File: config.mk
export PLATFORM = sky130hd
export DESIGN_NAME = player_sprite_ctrl
export DESIGN_NICKNAME = d
export VERILOG_FILES = /design/src/rtl/sprite_pkg.sv /design/src/rtl/sprite_pixel_pipe.sv /design/src/rtl/player_sprite_ctrl.sv
export SDC_FILE = /design/constraint.sdc
export NUM_CORES = 1
export LEC_CHECK = 0
export ABC_CLOCK_PERIOD_IN_PS = 14200
export CAP_MARGIN = 10
export CORE_ASPECT_RATIO = 0.7
export CORE_MARGIN = 2
export CORE_UTILIZATION = 45
export CTS_CLUSTER_DIAMETER = 60
export DETAILED_ROUTE_END_ITERATION = 12
export GPL_ROUTABILITY_DRIVEN = 0
export PLACE_DENSITY = 0.69
export REMOVE_ABC_BUFFERS = 1
export SLEW_MARGIN = 15
export SYNTH_ARGS = -nofsm -noshare
export SYNTH_HDL_FRONTEND = slang
export SYNTH_SLANG_ARGS = --single-unit
File: constraint.sdc
create_clock -name clk -period 14.2 [get_ports clk]
set_clock_uncertainty 0.05 [all_clocks]
set_input_delay 4.26 -clock clk [delete_from_list [all_inputs] [get_ports clk]]
set_output_delay 4.26 -clock clk [all_outputs]
set_load 0.005 [all_outputs]
File: src/rtl/sprite_pkg.sv
// Shared types and helpers for the player sprite controller.
package sprite_pkg;

  typedef enum logic [1:0] {
    ALIVE  = 2'd0,
    BOOM   = 2'd1,
    INVINC = 2'd2,
    DEAD   = 2'd3
  } state_t;

  // Bit positions inside the 4-bit direction bus
  localparam int DIR_UP    = 0;
  localparam int DIR_DOWN  = 1;
  localparam int DIR_LEFT  = 2;
  localparam int DIR_RIGHT = 3;

  // Default colour key for transparent sprite pixels
  localparam logic [11:0] TRANSP_DEF = 12'hFFF;

  // One clamped step on a single axis. Done in 11 bits so that neither the
  // decrement nor the increment can wrap. Opposing bits cancel.
  function automatic logic [9:0] step_axis(input logic [9:0]  pos,
                                           input logic        dec,
                                           input logic        inc,
                                           input logic [10:0] step,
                                           input logic [10:0] maxv);
    logic [10:0] p;
    p = {1'b0, pos};
    if (dec && !inc)      p = (p < step) ? 11'd0 : (p - step);
    else if (inc && !dec) p = ((p + step) > maxv) ? maxv : (p + step);
    return p[9:0];
  endfunction

endpackage

File: src/rtl/sprite_pixel_pipe.sv
// Per-pixel path: box test and ROM address in cycle N, then colour select
// and opacity in cycle N+1 once the ROM data has arrived.
module sprite_pixel_pipe
  import sprite_pkg::*;
#(
  parameter int          SPR_W  = 50,
  parameter int          SPR_H  = 50,
  parameter int          AW     = 12,
  parameter logic [11:0] TRANSP = TRANSP_DEF
)(
  input  logic          clk,
  input  logic          rst,
  input  logic [9:0]    x,
  input  logic [9:0]    y,
  input  logic [9:0]    p_x,
  input  logic [9:0]    p_y,
  input  state_t        state,
  input  logic          blink,
  input  logic [11:0]   plane_rgb,
  input  logic [11:0]   boom_rgb,
  output logic [AW-1:0] spr_addr,
  output logic [11:0]   rgb,
  output logic          EN
);

  localparam logic [AW-1:0] SPR_W_A = AW'(SPR_W);

  logic [10:0]   w_x_end, w_y_end;
  logic          w_in_box;
  logic [9:0]    w_dx, w_dy;
  logic [AW-1:0] w_addr;
  logic [11:0]   w_rgb_sel;

  logic          r_in_box_d;
  state_t        r_state_d;
  logic          r_blink_d;

  // Box test in 11 bits so p_x+SPR_W near the screen edge cannot wrap
  assign w_x_end  = {1'b0, p_x} + 11'(SPR_W);
  assign w_y_end  = {1'b0, p_y} + 11'(SPR_H);
  assign w_in_box = (x >= p_x) && ({1'b0, x} < w_x_end) &&
                    (y >= p_y) && ({1'b0, y} < w_y_end);

  assign w_dx     = x - p_x;
  assign w_dy     = y - p_y;
  assign w_addr   = AW'(w_dy) * SPR_W_A + AW'(w_dx);
  assign spr_addr = w_in_box ? w_addr : '0;

  // Align box hit and sprite state with the ROM's one-cycle read latency
  always_ff @(posedge clk) begin
    if (rst) begin
      r_in_box_d <= 1'b0;
      r_state_d  <= ALIVE;
      r_blink_d  <= 1'b0;
    end else begin
      r_in_box_d <= w_in_box;
      r_state_d  <= state;
      r_blink_d  <= blink;
    end
  end

  assign w_rgb_sel = (r_state_d == BOOM) ? boom_rgb : plane_rgb;
  assign rgb       = r_in_box_d ? w_rgb_sel : 12'h000;
  // Invincibility blinks by suppressing every other 8-tick window
  assign EN        = r_in_box_d && (w_rgb_sel != TRANSP) && (r_state_d != DEAD) &&
                     !((r_state_d == INVINC) && r_blink_d);

endmodule

File: src/rtl/player_sprite_ctrl.sv
// Player sprite controller: position, clamped motion, lives and the
// hit -> explosion -> invincible respawn sequence, plus the pixel path.
module player_sprite_ctrl
  import sprite_pkg::*;
#(
  parameter int          SCR_W      = 640,
  parameter int          SCR_H      = 480,
  parameter int          SPR_W      = 50,
  parameter int          SPR_H      = 50,
  parameter int          STEP       = 1,
  parameter int          LIVES      = 3,
  parameter int          BOOM_TICKS = 15,
  parameter int          INV_TICKS  = 120,
  parameter logic [11:0] TRANSP     = TRANSP_DEF,
  localparam int         AW         = $clog2(SPR_W*SPR_H),
  localparam int         LW         = $clog2(LIVES+1)
)(
  input  logic          clk,
  input  logic          rst,
  input  logic          move_tick,
  input  logic [9:0]    x,
  input  logic [9:0]    y,
  input  logic [3:0]    direction,
  input  logic          hit,
  output logic [AW-1:0] spr_addr,
  input  logic [11:0]   plane_rgb,
  input  logic [11:0]   boom_rgb,
  output logic [9:0]    p_x,
  output logic [9:0]    p_y,
  output logic [11:0]   rgb,
  output logic          EN,
  output logic          alive,
  output logic [LW-1:0] lives_left,
  output logic          game_over
);

  localparam int          CMAX    = (BOOM_TICKS > INV_TICKS) ? BOOM_TICKS : INV_TICKS;
  localparam int          CW_RAW  = $clog2(CMAX + 1);
  // At least 4 bits so bit 3 exists for the blink
  localparam int          CW      = (CW_RAW < 4) ? 4 : CW_RAW;
  localparam logic [CW-1:0] BOOM_END = CW'(BOOM_TICKS - 1);
  localparam logic [CW-1:0] INV_END  = CW'(INV_TICKS - 1);
  localparam logic [10:0] MAX_X   = 11'(SCR_W - SPR_W);
  localparam logic [10:0] MAX_Y   = 11'(SCR_H - SPR_H);
  localparam logic [10:0] STEP_L  = 11'(STEP);
  localparam logic [9:0]  SPAWN_X = 10'((SCR_W - SPR_W) / 2);
  localparam logic [9:0]  SPAWN_Y = 10'(SCR_H - SPR_H);

  state_t        r_state, w_state;
  logic [9:0]    r_px, r_py, w_px, w_py;
  logic [LW-1:0] r_lives, w_lives;
  logic [CW-1:0] r_cnt, w_cnt;
  logic [9:0]    w_mv_x, w_mv_y;

  assign w_mv_x = step_axis(r_px, direction[DIR_LEFT], direction[DIR_RIGHT], STEP_L, MAX_X);
  assign w_mv_y = step_axis(r_py, direction[DIR_UP],   direction[DIR_DOWN],  STEP_L, MAX_Y);

  // State, position, lives and tick counter registers
  always_ff @(posedge clk) begin
    if (rst) begin
      r_state <= ALIVE;
      r_px    <= SPAWN_X;
      r_py    <= SPAWN_Y;
      r_lives <= LW'(LIVES);
      r_cnt   <= '0;
    end else begin
      r_state <= w_state;
      r_px    <= w_px;
      r_py    <= w_py;
      r_lives <= w_lives;
      r_cnt   <= w_cnt;
    end
  end

  // Next-state logic; a hit takes priority over a same-cycle move tick
  always_comb begin
    w_state = r_state;
    w_px    = r_px;
    w_py    = r_py;
    w_lives = r_lives;
    w_cnt   = r_cnt;
    case (r_state)
      ALIVE: begin
        if (hit) begin
          w_state = BOOM;
          w_lives = r_lives - LW'(1);
          w_cnt   = '0;
        end else if (move_tick) begin
          w_px = w_mv_x;
          w_py = w_mv_y;
        end
      end
      BOOM: begin
        if (move_tick) begin
          if (r_cnt == BOOM_END) begin
            w_cnt = '0;
            if (r_lives == '0) begin
              w_state = DEAD;
            end else begin
              w_state = INVINC;
              w_px    = SPAWN_X;
              w_py    = SPAWN_Y;
            end
          end else begin
            w_cnt = r_cnt + CW'(1);
          end
        end
      end
      INVINC: begin
        if (move_tick) begin
          w_px = w_mv_x;
          w_py = w_mv_y;
          if (r_cnt == INV_END) begin
            w_state = ALIVE;
            w_cnt   = '0;
          end else begin
            w_cnt = r_cnt + CW'(1);
          end
        end
      end
      default: ;
    endcase
  end

  assign p_x        = r_px;
  assign p_y        = r_py;
  assign lives_left = r_lives;
  assign alive      = (r_state == ALIVE) || (r_state == INVINC);
  assign game_over  = (r_state == DEAD);

  sprite_pixel_pipe #(
    .SPR_W (SPR_W),
    .SPR_H (SPR_H),
    .AW    (AW),
    .TRANSP(TRANSP)
  ) u_pix (
    .clk      (clk),
    .rst      (rst),
    .x        (x),
    .y        (y),
    .p_x      (r_px),
    .p_y      (r_py),
    .state    (r_state),
    .blink    (r_cnt[3]),
    .plane_rgb(plane_rgb),
    .boom_rgb (boom_rgb),
    .spr_addr (spr_addr),
    .rgb      (rgb),
    .EN       (EN)
  );

endmodule

==> flow_metrics.env, run 1 <==
export IMPL_power_total_mw=0.800
export IMPL_clock_sinks=35
export IMPL_wl_um=15400
export IMPL_async_flop_share=0
export IMPL_power_leakage_nw=2.90
export IMPL_timing_final_setup_violations=0
export IMPL_number_of_enable_flip_flop_cells_after_synthesis=0
export IMPL_dpl_worst_slack_ns=0.145
export IMPL_num_antenna_cells=0
export IMPL_global_route_wire_length_before_repair_um=25400
export IMPL_wire_per_inst_um=15.5
export IMPL_rsz0062_at_grt="false"
export IMPL_fin_crit_sh=0.972
export IMPL_post_route_drc_count=0
export IMPL_cap_violations=0
export IMPL_vias_per_cell=5.65
export IMPL_drv_slew=0
export IMPL_max_freq_mhz=72.5
export IMPL_hp_class="reg2reg"
export IMPL_area_growth_syn_to_layout_pct=22.5
export IMPL_required_ns=9.89
export IMPL_first_global_vias=5203
export IMPL_setup_tns_ns=0
export IMPL_ys_flop_type="sky130_fd_sc_hd__dfxtp_1"
export IMPL_postLayoutSetupSlackWorst_ns=0.400
export IMPL_globalRouteTotalUtil=0.232
export IMPL_chipWidth_um=137
export IMPL_synth_area_leaders="sky130_fd_sc_hd__ha_1, sky130_fd_sc_hd__dfxtp_1, sky130_fd_sc_hd__xnor2_1"
export IMPL_synth_warning_count=0
export IMPL_antenna_viol_nets_final=0
export IMPL_grt_antenna_before_repair=0
export IMPL_chipHeight_um=97.0
export IMPL_power_ir_vdd_worst_v=0.0000866
export IMPL_final_layout_size_suffix_gt1_frac=0.0310
export IMPL_root_buffer="sky130_fd_sc_hd__clkbuf_16"
export IMPL_clock_latency_ns=0.29
export IMPL_crit_path_end_kind="primary output"
export IMPL_initial_utilization=0.467
export IMPL_worst_slew_pin_transition_ns=1.21
export IMPL_num_vias=5629
export IMPL_drt_iter0_markers=350
export IMPL_path_clk_slew_ns=0.06
export IMPL_post_synth_num_cell_types=72
export IMPL_place_hpwl_um=12500
export IMPL_cts_buffers=5
export IMPL_leftover_overflow_at_the_end_of_global_routing=0
export IMPL_cts_hold_fix_buffers=0
export IMPL_syn_cell_area_mm2=0.00556
export IMPL_cts_post_setup_buffers_inserted=0
export IMPL_htree_num_levels=2
export IMPL_grt_start_max_net_pins=26
export IMPL_relSlewSlack=0.184
export IMPL_yosys_register_bits=35
export IMPL_rows=33
export IMPL_detailed_routing_iterations_pass_1=5
export IMPL_synth_seq_area_share=0.126
export IMPL_yosysTopAreaCell="sky130_fd_sc_hd__ha_1"
export IMPL_buffers_from_clock_root_to_sink_at_most=2
export IMPL_synthCells=757
export IMPL_peak_fanout_along_the_critical_path=4
export IMPL_core_area_mm2=0.0119
export IMPL_critical_path_arrival_ns=9.49
export IMPL_hold_worst_slack_ns=0.451
export IMPL_syn_mean_instance_area_um2=7.34
export IMPL_crit_type="in2out"
export IMPL_crit_start_category="primary input"
export IMPL_nNetsFinal=986
export IMPL_power_density_mw_per_mm2=117
export IMPL_io_pins=101
export IMPL_timing_final_crit_period_ns=13.80
export IMPL_run_status="completed"
export IMPL_synth_top_area_share=0.198
export IMPL_finalHoldViolations=0
export IMPL_tritoncts="built"
export IMPL_floorplan_die_area_mm2=0.0133
export IMPL_count_of_input_and_output_buffers=100
registers in the layout (all words and copies together) (netlist names):
name              flops
p_x                  10
u_pix.r_state_d       2
lives_left            2
u_pix.r_blink_d       1
p_y                  10
r_state               2
u_pix.r_in_box_d      1
r_cnt                 7
critical path, stage by stage:
cell                              delay [ns]
sky130_fd_sc_hd__clkdlybuf4s50_1        0.40
sky130_fd_sc_hd__inv_1                  0.06
sky130_fd_sc_hd__ha_1                   0.18
sky130_fd_sc_hd__inv_1                  0.06
sky130_fd_sc_hd__fa_2                   0.36
sky130_fd_sc_hd__nand2_1                0.07
sky130_fd_sc_hd__nand2_1                0.06
sky130_fd_sc_hd__a21oi_2                0.20
sky130_fd_sc_hd__xnor2_2                0.15
sky130_fd_sc_hd__ha_1                   0.27
sky130_fd_sc_hd__ha_1                   0.30
sky130_fd_sc_hd__inv_1                  0.06
sky130_fd_sc_hd__fa_1                   0.54
sky130_fd_sc_hd__inv_1                  0.04
sky130_fd_sc_hd__ha_1                   0.33
sky130_fd_sc_hd__o21ai_1                0.11
sky130_fd_sc_hd__nor2_1                 0.10
sky130_fd_sc_hd__a21oi_1                0.07
sky130_fd_sc_hd__ha_1                   0.21
sky130_fd_sc_hd__or3_1                  0.42
sky130_fd_sc_hd__a211o_1                0.28
sky130_fd_sc_hd__nand3_1                0.10
sky130_fd_sc_hd__xnor2_1                0.14
sky130_fd_sc_hd__mux2i_1                0.21
sky130_fd_sc_hd__clkdlybuf4s50_1        0.52
placed cells by master, fill, tap and decap left out, types with 10 or more instances in the layout:
master,count
sky130_fd_sc_hd__nor3_1,21
sky130_fd_sc_hd__nand2b_1,11
sky130_fd_sc_hd__a21boi_0,15
sky130_fd_sc_hd__nand2_1,75
sky130_fd_sc_hd__o21ai_0,40
sky130_fd_sc_hd__nor2b_1,10
sky130_fd_sc_hd__nand4_1,13
sky130_fd_sc_hd__a211oi_1,13
sky130_fd_sc_hd__xor2_1,14
sky130_fd_sc_hd__o21ai_1,10
sky130_fd_sc_hd__inv_1,70
sky130_fd_sc_hd__nand3_1,18
sky130_fd_sc_hd__nor2_1,62
sky130_fd_sc_hd__ha_1,88
sky130_fd_sc_hd__a21o_1,10
sky130_fd_sc_hd__dfxtp_1,35
sky130_fd_sc_hd__xnor2_1,36
sky130_fd_sc_hd__clkdlybuf4s50_1,99
sky130_fd_sc_hd__a21oi_1,51
per-stage QoR:
stage | std cells | utilization | instance area [µm²]
2_1_floorplan | 729 | - | 5420
3_3_place_gp | 988 | 0.558 | 6640
3_5_place_dp | 988 | 0.558 | 6640
4_1_cts | 996 | 0.570 | 6770
5_1_grt | 996 | 0.573 | 6810
6_report | 996 | 0.573 | 6810
where the power goes:
part | internal (mW) | leakage, nW | switching [mW] | total, mW
logic | 0.255 | 2.54 | 0.308 | 0.563
clock network | 0.0649 | 0.0679 | 0.0441 | 0.109
registers | 0.110 | 0.284 | 0.0175 | 0.127
routing by layer:
metal / GRT usage / up-vias / part of all wire
met3: 0.0435 / 14 / 0.059
met4: 0.0365 / 0 / 0.0082
met5: 0 / - / 0
li1: - / 2860 / -
met1: 0.357 / 2591 / 0.51
met2: 0.337 / 164 / 0.42
final timing paths:
check,depth (start not counted),to,start,slack (ns)
max reg2reg,12,u_pix.r_in_box_d$_SDFF_PP0_,p_x[2]$_SDFFE_PP1P_,10.71
min,2,r_cnt[6]$_SDFFE_PP0P_,r_cnt[6]$_SDFFE_PP0P_,0.45
max,25,spr_addr[11],y[0],0.40
min reg2reg,2,r_cnt[6]$_SDFFE_PP0P_,r_cnt[6]$_SDFFE_PP0P_,0.45
synth_stat cells (5+ instances only):
| cell | number |
|---|---|
| sky130_fd_sc_hd__ha_1 | 88 |
| sky130_fd_sc_hd__nand2_1 | 75 |
| sky130_fd_sc_hd__inv_1 | 70 |
| sky130_fd_sc_hd__nor2_1 | 62 |
| sky130_fd_sc_hd__a21oi_1 | 52 |
| sky130_fd_sc_hd__o21ai_0 | 42 |
| sky130_fd_sc_hd__xnor2_1 | 38 |
| sky130_fd_sc_hd__dfxtp_1 | 35 |
| sky130_fd_sc_hd__nor3_1 | 21 |
| sky130_fd_sc_hd__nand3_1 | 18 |
| sky130_fd_sc_hd__a21boi_0 | 15 |
| sky130_fd_sc_hd__xor2_1 | 14 |
| sky130_fd_sc_hd__a211oi_1 | 13 |
| sky130_fd_sc_hd__clkbuf_1 | 13 |
| sky130_fd_sc_hd__nand4_1 | 13 |
| sky130_fd_sc_hd__nand2b_1 | 11 |
| sky130_fd_sc_hd__a21o_1 | 10 |
| sky130_fd_sc_hd__nor2b_1 | 10 |
| sky130_fd_sc_hd__o21bai_1 | 9 |
| sky130_fd_sc_hd__and3_1 | 8 |
| sky130_fd_sc_hd__buf_2 | 8 |
| sky130_fd_sc_hd__fa_1 | 8 |
| sky130_fd_sc_hd__o21ai_1 | 8 |
| sky130_fd_sc_hd__o21a_1 | 6 |
| sky130_fd_sc_hd__or3_1 | 6 |
| sky130_fd_sc_hd__a2111oi_0 | 5 |
| sky130_fd_sc_hd__a221oi_1 | 5 |
| sky130_fd_sc_hd__a31oi_1 | 5 |
| sky130_fd_sc_hd__o22ai_1 | 5 |
layout make-up:
class / instances / area (µm²)
Timing Repair Buffer: 102 / 1020
Fill cell: 1093 / 5080
Tap cell: 157 / 196
Multi-Input combinational cell: 622 / 4490
Clock inverter: 1 / 5.00
Sequential cell: 35 / 701
Clock buffer: 7 / 133
Inverter: 72 / 270
logic make-up (layout without fill, tap and decap cells):
| family | after synthesis | in the layout | share of synthesized area |
|---|---|---|---|
| XOR/XNOR | 53 | 53 | 0.0860 |
| adder cells (fa/ha/maj) | 96 | 96 | 0.227 |
| AO/OA/AOI/OAI | 209 | 209 | 0.244 |
| AND/OR/NAND/NOR | 260 | 260 | 0.237 |
| buffers and inverters | 100 | 182 | 0.0727 |
| multiplexers | 4 | 4 | 0.00743 |
| flip-flops | 35 | 35 | 0.126 |
repair_timing:
action                     in CTS  in global routing
hold endpoints to repair        0                  0
setup endpoints to repair       0                  2
resized for setup               0                  9
(Power assumes the default switching activity.)
==> run 2, diff against run 1 <==
--- a/config.mk
+++ b/config.mk
@@ -7,7 +7,6 @@
 export LEC_CHECK = 0
 export ABC_CLOCK_PERIOD_IN_PS = 14200
 export CAP_MARGIN = 10
-export CORE_ASPECT_RATIO = 0.7
 export CORE_MARGIN = 2
 export CORE_UTILIZATION = 45
 export CTS_CLUSTER_DIAMETER = 60
==> run 2 against run 1 <==
Net effect:
- clock power shrank 6%
- largest cell class unchanged
- worst hold slack lost 0.0062 ns
- worst setup slack lost 0.038 ns
- die area shrank 0.11%
- final cell count shrank 0.90%
- via count shrank 0.85%
- fmax shrank 0.28%
- count of clock-buffer cells in the layout is the same
==> flow_metrics.env, run 2 (synthesis gave the netlist of run 1 again) <==
export IMPL_htree_num_levels=2
export IMPL_num_antenna_cells=0
export IMPL_relSlewSlack=0.485
export IMPL_crit_path_end_kind="primary output"
export IMPL_globalRouteTotalUtil=0.220
export IMPL_setup_tns_ns=0
export IMPL_detailed_routing_iterations_pass_1=5
export IMPL_nNetsFinal=987
export IMPL_worst_flop_to_flop_path_startpoint="p_x[2]$_SDFFE_PP1P_"
export IMPL_post_route_drc_count=0
export IMPL_hold_path_depth=1
export IMPL_final_layout_size_suffix_gt1_frac=0.0333
export IMPL_power_leakage_nw=2.90
export IMPL_cts_hold_fix_buffers=0
export IMPL_finalHoldViolations=0
export IMPL_place_hpwl_um=12000
export IMPL_critical_path_arrival_ns=9.53
export IMPL_max_freq_mhz=72.3
export IMPL_first_global_vias=5251
export IMPL_rows=40
export IMPL_power_ir_vdd_worst_v=0.0000755
export IMPL_fin_crit_sh=0.974
export IMPL_chipWidth_um=115
export IMPL_hp_class="reg2reg"
export IMPL_rsz0062_at_grt="false"
export IMPL_timing_final_setup_violations=0
export IMPL_leftover_overflow_at_the_end_of_global_routing=0
export IMPL_power_density_mw_per_mm2=115
export IMPL_num_vias=5581
export IMPL_cts_buffers=5
export IMPL_proportion_of_total_power_due_to_net_switching=0.448
export IMPL_setup_worst_path_start="y[0]"
export IMPL_required_ns=9.89
export IMPL_power_frac_comb=0.706
export IMPL_crit_start_category="primary input"
export IMPL_drv_slew=0
export IMPL_placed_cell_count=978
export IMPL_crit_type="in2out"
export IMPL_hold_start="lives_left[1]$_SDFFE_PP1P_"
export IMPL_buffers_from_clock_root_to_sink_at_most=2
export IMPL_regToRegEndpoint="u_pix.r_in_box_d$_SDFF_PP0_"
export IMPL_root_buffer="sky130_fd_sc_hd__clkbuf_16"
export IMPL_timing_reg2reg_setup_slack_ns=10.67
export IMPL_cap_violations=0
export IMPL_antenna_viol_nets_final=0
export IMPL_wire_per_inst_um=15.0
export IMPL_seq_power_share=0.162
export IMPL_vias_per_cell=5.65
export IMPL_grt_start_max_net_pins=26
export IMPL_io_pins=101
export IMPL_count_of_input_and_output_buffers=100
export IMPL_run_status="completed"
export IMPL_clock_sinks=35
export IMPL_worstRegToRegCells=12
export IMPL_most_common_layout_cells="sky130_fd_sc_hd__clkdlybuf4s50_1, sky130_fd_sc_hd__ha_1, sky130_fd_sc_hd__nand2_1"
export IMPL_worst_slew_pin_transition_ns=0.771
export IMPL_netSwitchingPower_mw=0.351
export IMPL_clock_latency_ns=0.27
export IMPL_global_route_wire_length_before_repair_um=24500
export IMPL_floorplan_die_area_mm2=0.0133
export IMPL_chipHeight_um=115
export IMPL_area_growth_syn_to_layout_pct=22.8
export IMPL_wl_um=14800
export IMPL_peak_fanout_along_the_critical_path=4
export IMPL_cell_internal_pwr_mw=0.433
export IMPL_timing_final_crit_period_ns=13.84
export IMPL_initial_utilization=0.463
export IMPL_drt_iter0_markers=291
export IMPL_tritoncts="built"
export IMPL_whs_endpoint="lives_left[1]$_SDFFE_PP1P_"
export IMPL_grt_antenna_before_repair=0
export IMPL_most_common_cell_after_layout_fill_and_taps_aside="sky130_fd_sc_hd__clkdlybuf4s50_1"
export IMPL_layout_cells_non_filler=987
export IMPL_core_area_mm2=0.0120
export IMPL_path_clk_slew_ns=0.05
export IMPL_clock_power_share=0.131
-- run 2: cell types whose count changed in the layout (fill, tap and decap cells not counted), sizes merged --
cell	change
buf	+1
-- run 2: worst max-delay path: stages --
cell,delay (ns)
sky130_fd_sc_hd__clkdlybuf4s50_1,0.40
sky130_fd_sc_hd__inv_1,0.07
sky130_fd_sc_hd__ha_1,0.18
sky130_fd_sc_hd__inv_1,0.06
sky130_fd_sc_hd__fa_2,0.37
sky130_fd_sc_hd__nand2_1,0.08
sky130_fd_sc_hd__nand2_1,0.08
sky130_fd_sc_hd__a21oi_4,0.17
sky130_fd_sc_hd__xnor2_2,0.15
sky130_fd_sc_hd__ha_1,0.27
sky130_fd_sc_hd__ha_1,0.28
sky130_fd_sc_hd__inv_1,0.05
sky130_fd_sc_hd__fa_1,0.52
sky130_fd_sc_hd__inv_1,0.05
sky130_fd_sc_hd__ha_1,0.33
sky130_fd_sc_hd__o21ai_0,0.13
sky130_fd_sc_hd__nor2_1,0.11
sky130_fd_sc_hd__a21oi_1,0.06
sky130_fd_sc_hd__ha_1,0.20
sky130_fd_sc_hd__or3_1,0.42
sky130_fd_sc_hd__a211o_1,0.29
sky130_fd_sc_hd__nand3_1,0.11
sky130_fd_sc_hd__xnor2_1,0.14
sky130_fd_sc_hd__mux2i_1,0.21
sky130_fd_sc_hd__clkdlybuf4s50_1,0.52
-- run 2: what timing repair did --
action | 4_1_cts | 5_1_grt
buffers inserted | 0 | 1
setup endpoints to repair | 0 | 1
gates resized for setup | 0 | 9
-- run 2: per-layer routing --
layer / up-vias / global-route usage / wire length, µm
met5: - / 0 / 0
met3: 10 / 0.0332 / 696
li1: 2855 / - / -
met4: 0 / 0.0217 / 93
met1: 2577 / 0.315 / 7090
met2: 139 / 0.362 / 6940
-- run 2: worst max-delay path by stage --
stage	to	slack, ns	cells after the start
floorplan	spr_addr[11]	1.49	23
global placement	spr_addr[11]	0.32	23
detailed placement	spr_addr[11]	0.18	23
CTS	spr_addr[11]	0.15	23
global route	spr_addr[11]	0.04	25
finish	spr_addr[11]	0.36	25
-- run 2: power groups by stage --
stage / combinational [mW] / clock (mW) / sequential [mW]
final: 0.554 / 0.103 / 0.127
after global routing: 0.631 / 0.111 / 0.129
after CTS: 0.545 / 0.106 / 0.127
after detailed placement: 0.541 / 0 / 0.129
after global placement: 0.525 / 0 / 0.128
after floorplan: 0.409 / 0 / 0.125
-- run 2: area by class of cell --
class | count | area (µm²)
fillers | 1137 | 5190
well taps | 147 | 184
repair buffers | 103 | 1030
flip-flops and latches | 35 | 701
clock buffers | 7 | 133
clock inverters | 1 | 5.00
inverters | 72 | 270
multi-input cells | 622 | 4500
-- run 2: through the flow --
step	hold slack, ns	power [mW]	util	worst slack, ns	area [µm²]
2_1_floorplan	0.422	0.535	-	1.49	5420
3_3_place_gp	0.423	0.654	0.551	0.323	6620
3_5_place_dp	0.431	0.670	0.551	0.180	6620
4_1_cts	0.444	0.778	0.563	0.149	6760
5_1_grt	0.475	0.871	0.568	0.0427	6820
6_report	0.444	0.785	0.568	0.362	6820
